--- config.mk ---
export PLATFORM = sky130hd
export DESIGN_NAME = stream_input_port_rx_flat
export DESIGN_NICKNAME = d
export VERILOG_FILES = /design/src/rtl/stream_input_port_rx_if.sv /design/src/rtl/stream_input_port_rx.sv /design/src/flat_wrapper.sv
export SDC_FILE = /design/constraint.sdc
export NUM_CORES = 1
export LEC_CHECK = 0
export ABC_CLOCK_PERIOD_IN_PS = 4800
export BUFFER_PORTS_ARGS = -buffer_cell sky130_fd_sc_hd__buf_2
export CAP_MARGIN = 20
export CORE_AREA = 2 2 224 226
export DETAILED_ROUTE_END_ITERATION = 10
export DIE_AREA = 0 0 226 228
export SYNTH_ARGS = -nofsm -noshare
export SYNTH_HDL_FRONTEND = slang
export SYNTH_SLANG_ARGS = --single-unit
--- constraint.sdc ---
create_clock -name clk -period 4.8 [get_ports clk]
set_clock_uncertainty 0.15 [all_clocks]
set_input_delay 0.48 -clock clk [delete_from_list [all_inputs] [get_ports clk]]
set_output_delay 0.48 -clock clk [all_outputs]
set_load 0.005 [all_outputs]
--- src/rtl/stream_input_port_rx_if.sv ---
// Handshake bundle between the extract stage, the operator and the BFT credit path
// for one stream input port receiver.
interface stream_input_port_rx_if #(
    parameter int PACKET_BITS  = 97,
    parameter int PAYLOAD_BITS = 32
);
    logic [PACKET_BITS-1:0]  stream_in;
    logic [PAYLOAD_BITS-1:0] dout;
    logic                    dout_valid;
    logic                    dout_ready;
    logic [PACKET_BITS-1:0]  credit_pkt_out;
    logic                    credit_resend;

    modport master (
        output stream_in,
        output dout_ready,
        output credit_resend,
        input  dout,
        input  dout_valid,
        input  credit_pkt_out
    );

    modport slave (
        input  stream_in,
        input  dout_ready,
        input  credit_resend,
        output dout,
        output dout_valid,
        output credit_pkt_out
    );
endinterface

--- src/rtl/stream_input_port_rx.sv ---
// Stream input port receiver: FWFT payload FIFO fed from the BFT, with credit packets
// returned to the source leaf in batches through a resend-protected output register.
module stream_input_port_rx #(
    parameter int PACKET_BITS   = 97,
    parameter int NUM_LEAF_BITS = 6,
    parameter int NUM_PORT_BITS = 4,
    parameter int PAYLOAD_BITS  = 32,
    parameter int PORT_ID       = 2,
    parameter int ADDR_BITS     = 4,
    parameter int CREDIT_BATCH  = 4
) (
    input  logic                     clk,
    input  logic                     reset,
    stream_input_port_rx_if.slave    bus,
    input  logic [NUM_LEAF_BITS-1:0] i_cfg_src_leaf,
    input  logic [NUM_PORT_BITS-1:0] i_cfg_src_port,
    output logic [ADDR_BITS:0]       o_fill_level,
    output logic                     o_overflow
);
    localparam int DEPTH    = 1 << ADDR_BITS;
    localparam int PORT_MSB = PACKET_BITS - 2 - NUM_LEAF_BITS;
    localparam int PF_BITS  = PACKET_BITS - 1 - NUM_LEAF_BITS - NUM_PORT_BITS;
    localparam logic [ADDR_BITS:0] DEPTH_CNT  = (ADDR_BITS+1)'(DEPTH);
    localparam logic [ADDR_BITS:0] BATCH_LAST = (ADDR_BITS+1)'(CREDIT_BATCH - 1);

    typedef enum logic [0:0] {
        ST_IDLE = 1'b0,
        ST_SEND = 1'b1
    } state_t;

    logic [PAYLOAD_BITS-1:0] r_mem [DEPTH];
    logic [ADDR_BITS-1:0]    r_wr_ptr;
    logic [ADDR_BITS-1:0]    r_rd_ptr;
    logic [ADDR_BITS:0]      r_count;
    logic                    r_valid;
    logic                    r_overflow;
    logic [ADDR_BITS:0]      r_pop_cnt;
    logic [ADDR_BITS:0]      r_pending;
    logic [PACKET_BITS-1:0]  r_credit_pkt;
    state_t                  r_state;

    logic                    w_hit;
    logic                    w_pop;
    logic                    w_push;
    logic                    w_drop;
    logic                    w_batch;
    logic                    w_dec;
    logic [ADDR_BITS:0]      w_count_nxt;
    logic [ADDR_BITS:0]      w_pending_nxt;
    logic [PF_BITS-1:0]      w_credit_payload;
    logic [PACKET_BITS-1:0]  w_credit_pkt;
    logic [PACKET_BITS-1:0]  w_pkt_nxt;
    state_t                  w_state_nxt;

    // A full FIFO still takes a packet when the head leaves in the same cycle.
    assign w_hit   = bus.stream_in[PACKET_BITS-1] &&
                     (bus.stream_in[PORT_MSB -: NUM_PORT_BITS] == NUM_PORT_BITS'(PORT_ID));
    assign w_pop   = r_valid && bus.dout_ready;
    assign w_push  = w_hit && ((r_count != DEPTH_CNT) || w_pop);
    assign w_drop  = w_hit && !w_push;
    assign w_batch = w_pop && (r_pop_cnt == BATCH_LAST);
    assign w_dec   = (r_state == ST_SEND) && !bus.credit_resend;

    assign bus.dout       = r_mem[r_rd_ptr];
    assign bus.dout_valid = r_valid;
    assign bus.credit_pkt_out = r_credit_pkt;
    assign o_fill_level   = r_count;
    assign o_overflow     = r_overflow;

    // FIFO occupancy for the coming cycle.
    always_comb begin
        w_count_nxt = r_count;
        if (w_push && !w_pop) begin
            w_count_nxt = r_count + (ADDR_BITS+1)'(1'b1);
        end else if (w_pop && !w_push) begin
            w_count_nxt = r_count - (ADDR_BITS+1)'(1'b1);
        end else begin
            w_count_nxt = r_count;
        end
    end

    // Payload storage; pointer state lives in the control register block.
    always_ff @(posedge clk) begin
        if (w_push && !reset) begin
            r_mem[r_wr_ptr] <= bus.stream_in[PAYLOAD_BITS-1:0];
        end
    end

    // FIFO pointers, occupancy, valid flag and sticky overflow.
    always_ff @(posedge clk) begin
        if (reset) begin
            r_wr_ptr   <= '0;
            r_rd_ptr   <= '0;
            r_count    <= '0;
            r_valid    <= 1'b0;
            r_overflow <= 1'b0;
        end else begin
            if (w_push) begin
                r_wr_ptr <= r_wr_ptr + ADDR_BITS'(1'b1);
            end
            if (w_pop) begin
                r_rd_ptr <= r_rd_ptr + ADDR_BITS'(1'b1);
            end
            r_count <= w_count_nxt;
            r_valid <= (w_count_nxt != '0);
            if (w_drop) begin
                r_overflow <= 1'b1;
            end
        end
    end

    // Outstanding credits: a completed batch and an accepted packet may coincide.
    always_comb begin
        w_pending_nxt = r_pending;
        if (w_batch && !w_dec) begin
            w_pending_nxt = r_pending + (ADDR_BITS+1)'(1'b1);
        end else if (w_dec && !w_batch) begin
            w_pending_nxt = r_pending - (ADDR_BITS+1)'(1'b1);
        end else begin
            w_pending_nxt = r_pending;
        end
    end

    // Pop batching and pending-credit bookkeeping.
    always_ff @(posedge clk) begin
        if (reset) begin
            r_pop_cnt <= '0;
            r_pending <= '0;
        end else begin
            if (w_batch) begin
                r_pop_cnt <= '0;
            end else if (w_pop) begin
                r_pop_cnt <= r_pop_cnt + (ADDR_BITS+1)'(1'b1);
            end
            r_pending <= w_pending_nxt;
        end
    end

    // Credit packet image returned to the source leaf.
    always_comb begin
        w_credit_payload        = '0;
        w_credit_payload[19:16] = 4'(PORT_ID);
        w_credit_payload[15:0]  = 16'(CREDIT_BATCH);
        w_credit_pkt            = {1'b1, i_cfg_src_leaf, i_cfg_src_port, w_credit_payload};
    end

    // Credit FSM state register.
    always_ff @(posedge clk) begin
        if (reset) begin
            r_state <= ST_IDLE;
        end else begin
            r_state <= w_state_nxt;
        end
    end

    // Credit FSM next-state logic.
    always_comb begin
        w_state_nxt = r_state;
        case (r_state)
            ST_IDLE: begin
                if (r_pending != '0) begin
                    w_state_nxt = ST_SEND;
                end else begin
                    w_state_nxt = ST_IDLE;
                end
            end
            ST_SEND: begin
                if (bus.credit_resend || (w_pending_nxt != '0)) begin
                    w_state_nxt = ST_SEND;
                end else begin
                    w_state_nxt = ST_IDLE;
                end
            end
            default: w_state_nxt = ST_IDLE;
        endcase
    end

    // Credit FSM output: next value of the registered credit packet.
    always_comb begin
        w_pkt_nxt = '0;
        case (r_state)
            ST_IDLE: begin
                if (r_pending != '0) begin
                    w_pkt_nxt = w_credit_pkt;
                end else begin
                    w_pkt_nxt = '0;
                end
            end
            ST_SEND: begin
                if (bus.credit_resend) begin
                    w_pkt_nxt = r_credit_pkt;
                end else if (w_pending_nxt != '0) begin
                    w_pkt_nxt = w_credit_pkt;
                end else begin
                    w_pkt_nxt = '0;
                end
            end
            default: w_pkt_nxt = '0;
        endcase
    end

    // Registered credit packet toward the BFT.
    always_ff @(posedge clk) begin
        if (reset) begin
            r_credit_pkt <= '0;
        end else begin
            r_credit_pkt <= w_pkt_nxt;
        end
    end
endmodule

--- src/flat_wrapper.sv ---
// flat-port wrapper written by rule: the top's interface ports become plain ports
module stream_input_port_rx_flat 
#(
    parameter int PACKET_BITS   = 97,
    parameter int NUM_LEAF_BITS = 6,
    parameter int NUM_PORT_BITS = 4,
    parameter int PAYLOAD_BITS  = 32,
    parameter int PORT_ID       = 2,
    parameter int ADDR_BITS     = 4,
    parameter int CREDIT_BATCH  = 4
)
  (clk, reset, i_cfg_src_leaf, i_cfg_src_port, o_fill_level, o_overflow, bus_stream_in, bus_dout_ready, bus_credit_resend, bus_dout, bus_dout_valid, bus_credit_pkt_out);
  stream_input_port_rx_if #(.PACKET_BITS(PACKET_BITS), .PAYLOAD_BITS(PAYLOAD_BITS)) bus_i ();
  input  logic clk;
  input  logic reset;
  input  logic [NUM_LEAF_BITS-1:0] i_cfg_src_leaf;
  input  logic [NUM_PORT_BITS-1:0] i_cfg_src_port;
  output logic [ADDR_BITS:0] o_fill_level;
  output logic o_overflow;
  input wire logic [$bits(bus_i.stream_in)-1:0] bus_stream_in;
  input wire logic [$bits(bus_i.dout_ready)-1:0] bus_dout_ready;
  input wire logic [$bits(bus_i.credit_resend)-1:0] bus_credit_resend;
  output wire logic [$bits(bus_i.dout)-1:0] bus_dout;
  output wire logic [$bits(bus_i.dout_valid)-1:0] bus_dout_valid;
  output wire logic [$bits(bus_i.credit_pkt_out)-1:0] bus_credit_pkt_out;
  assign bus_i.stream_in = bus_stream_in;
  assign bus_i.dout_ready = bus_dout_ready;
  assign bus_i.credit_resend = bus_credit_resend;
  assign bus_dout = bus_i.dout;
  assign bus_dout_valid = bus_i.dout_valid;
  assign bus_credit_pkt_out = bus_i.credit_pkt_out;
  stream_input_port_rx #(.PACKET_BITS(PACKET_BITS), .NUM_LEAF_BITS(NUM_LEAF_BITS), .NUM_PORT_BITS(NUM_PORT_BITS), .PAYLOAD_BITS(PAYLOAD_BITS), .PORT_ID(PORT_ID), .ADDR_BITS(ADDR_BITS), .CREDIT_BATCH(CREDIT_BATCH)) u_core (.clk(clk), .reset(reset), .bus(bus_i), .i_cfg_src_leaf(i_cfg_src_leaf), .i_cfg_src_port(i_cfg_src_port), .o_fill_level(o_fill_level), .o_overflow(o_overflow));
endmodule
# == After elaboration in Yosys (flattened, before gate mapping) ==
# Memories as Yosys holds them, arrays and structs flattened. A register that Yosys moved wholly into a read port is not among the register bits.
# Index checks and enable logic that the tools add are counted.
# word_totals
out_inout_bits,136
wordCells,60
ramBits,512
memories,1
ff_bits,123
in_bits,111
# op_classes
bitwise,1
addsub,7
n_reduce_logical,23
eq_ne,4
n_mux,15
# mem_list
name,depth,width,read_ports,rd_clocked_by_memory_dff,write_ports,line,source
u_core.r_mem,16,32,1,1,1,stream_input_port_rx.sv:31,logic [PAYLOAD_BITS-1:0] r_mem [DEPTH];
# ops
operator,count
$mux 97,3
$pmux 97 s2,1
$mux 5,4
$add 5x1->5 const B,3
$reduce_bool 5->1,3
$logic_and 1x1->1,11
$sub 5x1->5 const B,2
$add 4x1->4 const B,2
$mux 4,2
$logic_not 1->1,6
$eq 5x2->1 const B,1
$ne 5x5->1 const B,1
$eq 4x2->1 const B,1
$mux 1,4
$logic_or 1x1->1,2
$ne 2x2->1 const B,1
$pmux 1 s2,1
$reduce_or 2->1,1
$not 1->1,1

# == Depth between registers and ports, before layout ==
# depth
word_depth,10
depth_mapped,9
ltp_nobuf,8

# == Least setup slack after synthesis ==
# OpenSTA, ideal clock, no wires.
# synth_timing
path_kind,input to register
start,input port bus_stream_in[89]
end,"memory u_core.r_mem[7][0], enable pin"
stages,5
setup_slack_ns,1.258
arrival_ns,2.971
setup_ns,0.421
path_buffers,0
required_time_ns,4.229
path_cell_list,nor4b_1 > nand2_1 > nor2_1 > nand2_1 > nor2_1
# synth_via
elab_chain_cells,6
# synth_rtl
element,line,source
start: declaration,flat_wrapper.sv:20,input wire logic [$bits(bus_i.stream_in)-1:0] bus_stream_in;
$eq 4x2->1,stream_input_port_rx.sv:57,(bus.stream_in[PORT_MSB -: NUM_PORT_BITS] == NUM_PORT_BITS'(PORT_ID));
$logic_and 1x1->1,stream_input_port_rx.sv:56,assign w_hit = bus.stream_in[PACKET_BITS-1] &&
$logic_and 1x1->1,stream_input_port_rx.sv:59,assign w_push = w_hit && ((r_count != DEPTH_CNT) || w_pop);
$logic_and 1x1->1,stream_input_port_rx.sv:84,if (w_push && !reset) begin
$mux 1,stream_input_port_rx.sv:84,
$mux 1 (not written as such),stream_input_port_rx.sv:85,r_mem[r_wr_ptr] <= bus.stream_in[PAYLOAD_BITS-1:0];
end: declaration,stream_input_port_rx.sv:31,
# Every way passes these cells.

==> impl_metrics.py <==
metrics = {
    "status": {
        "status": "finished, final reports clean",
    },
    "die": {
        "row_count": 82,
        "num_io_pins": 247,
        "dieWidth_um": 226,
        "start_util_pct": 44.14,
        "die-area_um2": 51530,
        "die_h_um": 228,
        "core-area_um2": 49350,
    },
    "yosys": {
        "synth_cell_type_count": 49,
        "netlist_instances": 1025,
        "syn_area_um2": 21780,
        "ys_warn_count": 0,
        "synth_edf_count": 512,
        "synthTopCellsByArea": "edfxtp_1, mux4_2, dfxtp_1",
        "synth_seq_cells": 553,
        "synthFlopType": "edfxtp_1",
        "yosysSeqAreaShare_pct": 74.35,
        "synth_top_area_cell": "edfxtp_1",
        "async_flop_share_pct": 0,
        "synth_top_area_share_pct": 70.58,
        "syn_area_per_cell_um2": 21.25,
    },
    "global_routing": {
        "grt_max_degree": 88,
        "grt_pass1_wl_um": 65840,
        "grt_pass1_vias": 10317,
        "grt_overflow": 0,
        "grt_use_total_pct": 17.41,
        "antenna_found_initial": 2,
    },
    "worst_setup_path": {
        "end_kind": "output port",
        "cpMaxStageDelayCell": "dfxtp_4",
        "crit_type": "reg2out",
        "critPathCapture": "bus_dout[22]",
        "max_stage_delay_ps": 690,
        "timing.rr.end": "u_core.r_mem[11][21]",
        "cpMostUsedCell": "mux4_2",
        "critPathMaxFanout": 82,
        "path_cells": "buf_12 -> mux4_2 -> mux4_2 -> buf_2",
        "cp_data_required_time_ps": 4170,
        "crit_arrival_ps": 2920,
        "reg2reg_depth": 9,
        "worstReg2RegStart": "u_core.o_fill_level[0]",
        "r2r_setup_slack_ps": 1590,
        "startpoint_type": "flip-flop",
    },
    "pwr": {
        "switching_power_uw": 2464,
        "p_leak_uw": 0.007952,
        "power_frac_clock_pct": 38.3,
        "vdd_drop_max_v": 0.0003539,
        "seq_power_share_pct": 49.7,
        "switching_share_pct": 22.63,
        "power_density_nw_per_um2": 437.6,
        "p_int_uw": 8423,
        "share_comb_of_total_power_pct": 12.0,
    },
    "sta": {
        "timing.slew.headroom_pct": 38.47,
        "setup_viol": 0,
        "finalHoldViolations": 0,
        "period_share_pct": 73.97,
        "period_needed_ps": 3551,
        "hold_ws_ps": 104.3,
        "finalMaxSlewViolations": 0,
        "tightest_slew_ps": 920.8,
        "rsz0062_at_grt": "no",
        "max_freq_mhz": 281.6,
        "tns_ps": 0,
    },
    "clock_tree": {
        "post_cts_buffers": 0,
        "cts_tree": "built",
        "cts_root_buf": "clkbuf_16",
        "htree_levels": 2,
        "cts.sinks": 553,
        "worstSkewPairLatency_ps": 590,
        "clk_pin_slew_worst_paths_ps": 60,
        "cts_buffers": 55,
        "clockBufferDepth": 3,
    },
    "placement": {
        "dpl.hpwl_um": 23970,
        "place.gp.congestion": 0.7305,
        "place_area_um2": 23030,
        "numPortBuffers": 102,
    },
    "drt": {
        "wl_um": 43940,
        "drt-vias-per-instance": 5.304,
        "drt_pass1_iterations": 5,
        "wl_per_cell_um": 23.30,
        "drt_iter0_drc": 846,
        "final_antenna_net_count": 0,
        "vias": 10003,
        "route.detailed.drc": 0,
    },
    "final_layout": {
        "design_area_um2": 24880,
        "antenna_cells": 0,
        "fin_nets": 1293,
        "fill_cells": 3901,
        "multiInputGateArea_um2": 5161,
        "final-seq-area_um2": 16210,
        "synthToLayoutAreaGrowth_pct": 14.22,
        "layout-drive-gt1-share_pct": 32.45,
    },
    "worst_hold_path": {
        "min_path_type": "in2reg",
    },
    "flow_run": {
        "drv_cap": 0,
    },
}
[stage by stage]
step	utilization, %	instances	total power (uW)	setup slack (ps)
final	50.42	1886	10890	1249
after detailed placement	46.67	1776	6839	1449
after CTS	50.42	1886	11010	1136
after global routing	50.42	1886	11310	1060
after global placement	46.67	1776	6822	1392
after floorplan	-	1108	6519	1258
[state kept, by name, summed over array words and instances (netlist names), named ones only]
name,cells
u_core.r_wr_ptr,4
u_core.bus.dout_valid,1
u_core.r_rd_ptr,4
u_core.o_fill_level,5
u_core.r_mem,512
u_core.bus.credit_pkt_out,11
u_core.r_state,1
u_core.r_pop_cnt,5
u_core.r_pending,5
u_core.o_overflow,1
[cell families after synthesis]
group           after synthesis  synth area share, %
simple gates                101                2.206
flops                       553                74.35
xor+xnor                     16               0.6433
buf+inv                     140                3.940
fa+ha+maj                    11               0.6318
compound gates               41                1.580
other cells                   1              0.01721
mux                         162                16.63
[repair_timing]
| action | in CTS | in global routing |
|---|---|---|
| hold endpoints to repair | 10 | 0 |
| hold buffers | 10 | 0 |
| resized for setup | 0 | 0 |
[power groups by stage]
stage	logic [uW]	clock network, uW	registers (uW)
4_1_cts	1330	4260	5410
2_1_floorplan	1020	0	5500
3_5_place_dp	1320	0	5510
5_1_grt	1440	4450	5420
3_3_place_gp	1310	0	5510
6_report	1310	4170	5410
[worst max-delay path: cells and delay by family, from the launching register on]
family	cells	cell delay (ps)
multiplexers	2	930
flip-flops	1	690
buffers and inverters	2	630
[layout make-up]
cell class                      count  share of cell area (%)
Multi-Input combinational cell    415                   20.74
Clock inverter                     32                   1.217
Inverter                            8                  0.1207
Tap cell                          672                   3.379
Sequential cell                   553                   65.13
Clock buffer                       68                   5.813
Timing Repair Buffer              138                   3.591
[cell usage after synthesis (5+ instances only)]
master / count
nand2_1: 12
xnor2_1: 7
xor2_1: 9
nor3_1: 12
nand4_1: 5
mux4_2: 160
edfxtp_1: 512
inv_1: 8
nor2_1: 44
clkbuf_1: 30
buf_4: 86
a32o_2: 10
buf_1: 13
ha_1: 11
a211oi_1: 5
a21oi_1: 6
dfxtp_1: 41
nand3_1: 8
[layout by cell type, fill, tap and decap left out, types with 9 or more instances in the layout]
master	count
edfxtp_1	512
mux4_2	160
buf_2	102
conb_1	84
clkbuf_16	56
dfxtp_1	37
nor2_1	28
buf_4	19
nor2_4	16
clkinv_1	14
nand2_1	12
nor3_1	12
clkbuf_1	12
ha_1	11
a32o_2	10
dlygate4sd3_1	10
xor2_1	9
[layer usage]
metal	share of wire [%]	up-vias	track usage (%)
li1	-	4366	-
met1	43	5317	24.49
met2	50	266	28.54
met3	5.0	50	3.014
met4	1.5	4	4.160
met5	0.048	-	0
[worst min-delay path by stage]
stage | slack [ps] | from | to | cells after the start
final | 100 | bus_stream_in[3] | u_core.r_mem[0][3] | 1
after global routing | 90 | bus_stream_in[3] | u_core.r_mem[0][3] | 1
after CTS | 70 | bus_stream_in[1] | u_core.r_mem[11][1] | 1
after detailed placement | 300 | u_core.bus.credit_pkt_out[88] | u_core.bus.credit_pkt_out[88] | 1
after global placement | 300 | u_core.bus.credit_pkt_out[91] | u_core.bus.credit_pkt_out[91] | 1
after floorplan | 310 | u_core.o_overflow | u_core.o_overflow | 2
(Power assumes the default switching activity.)
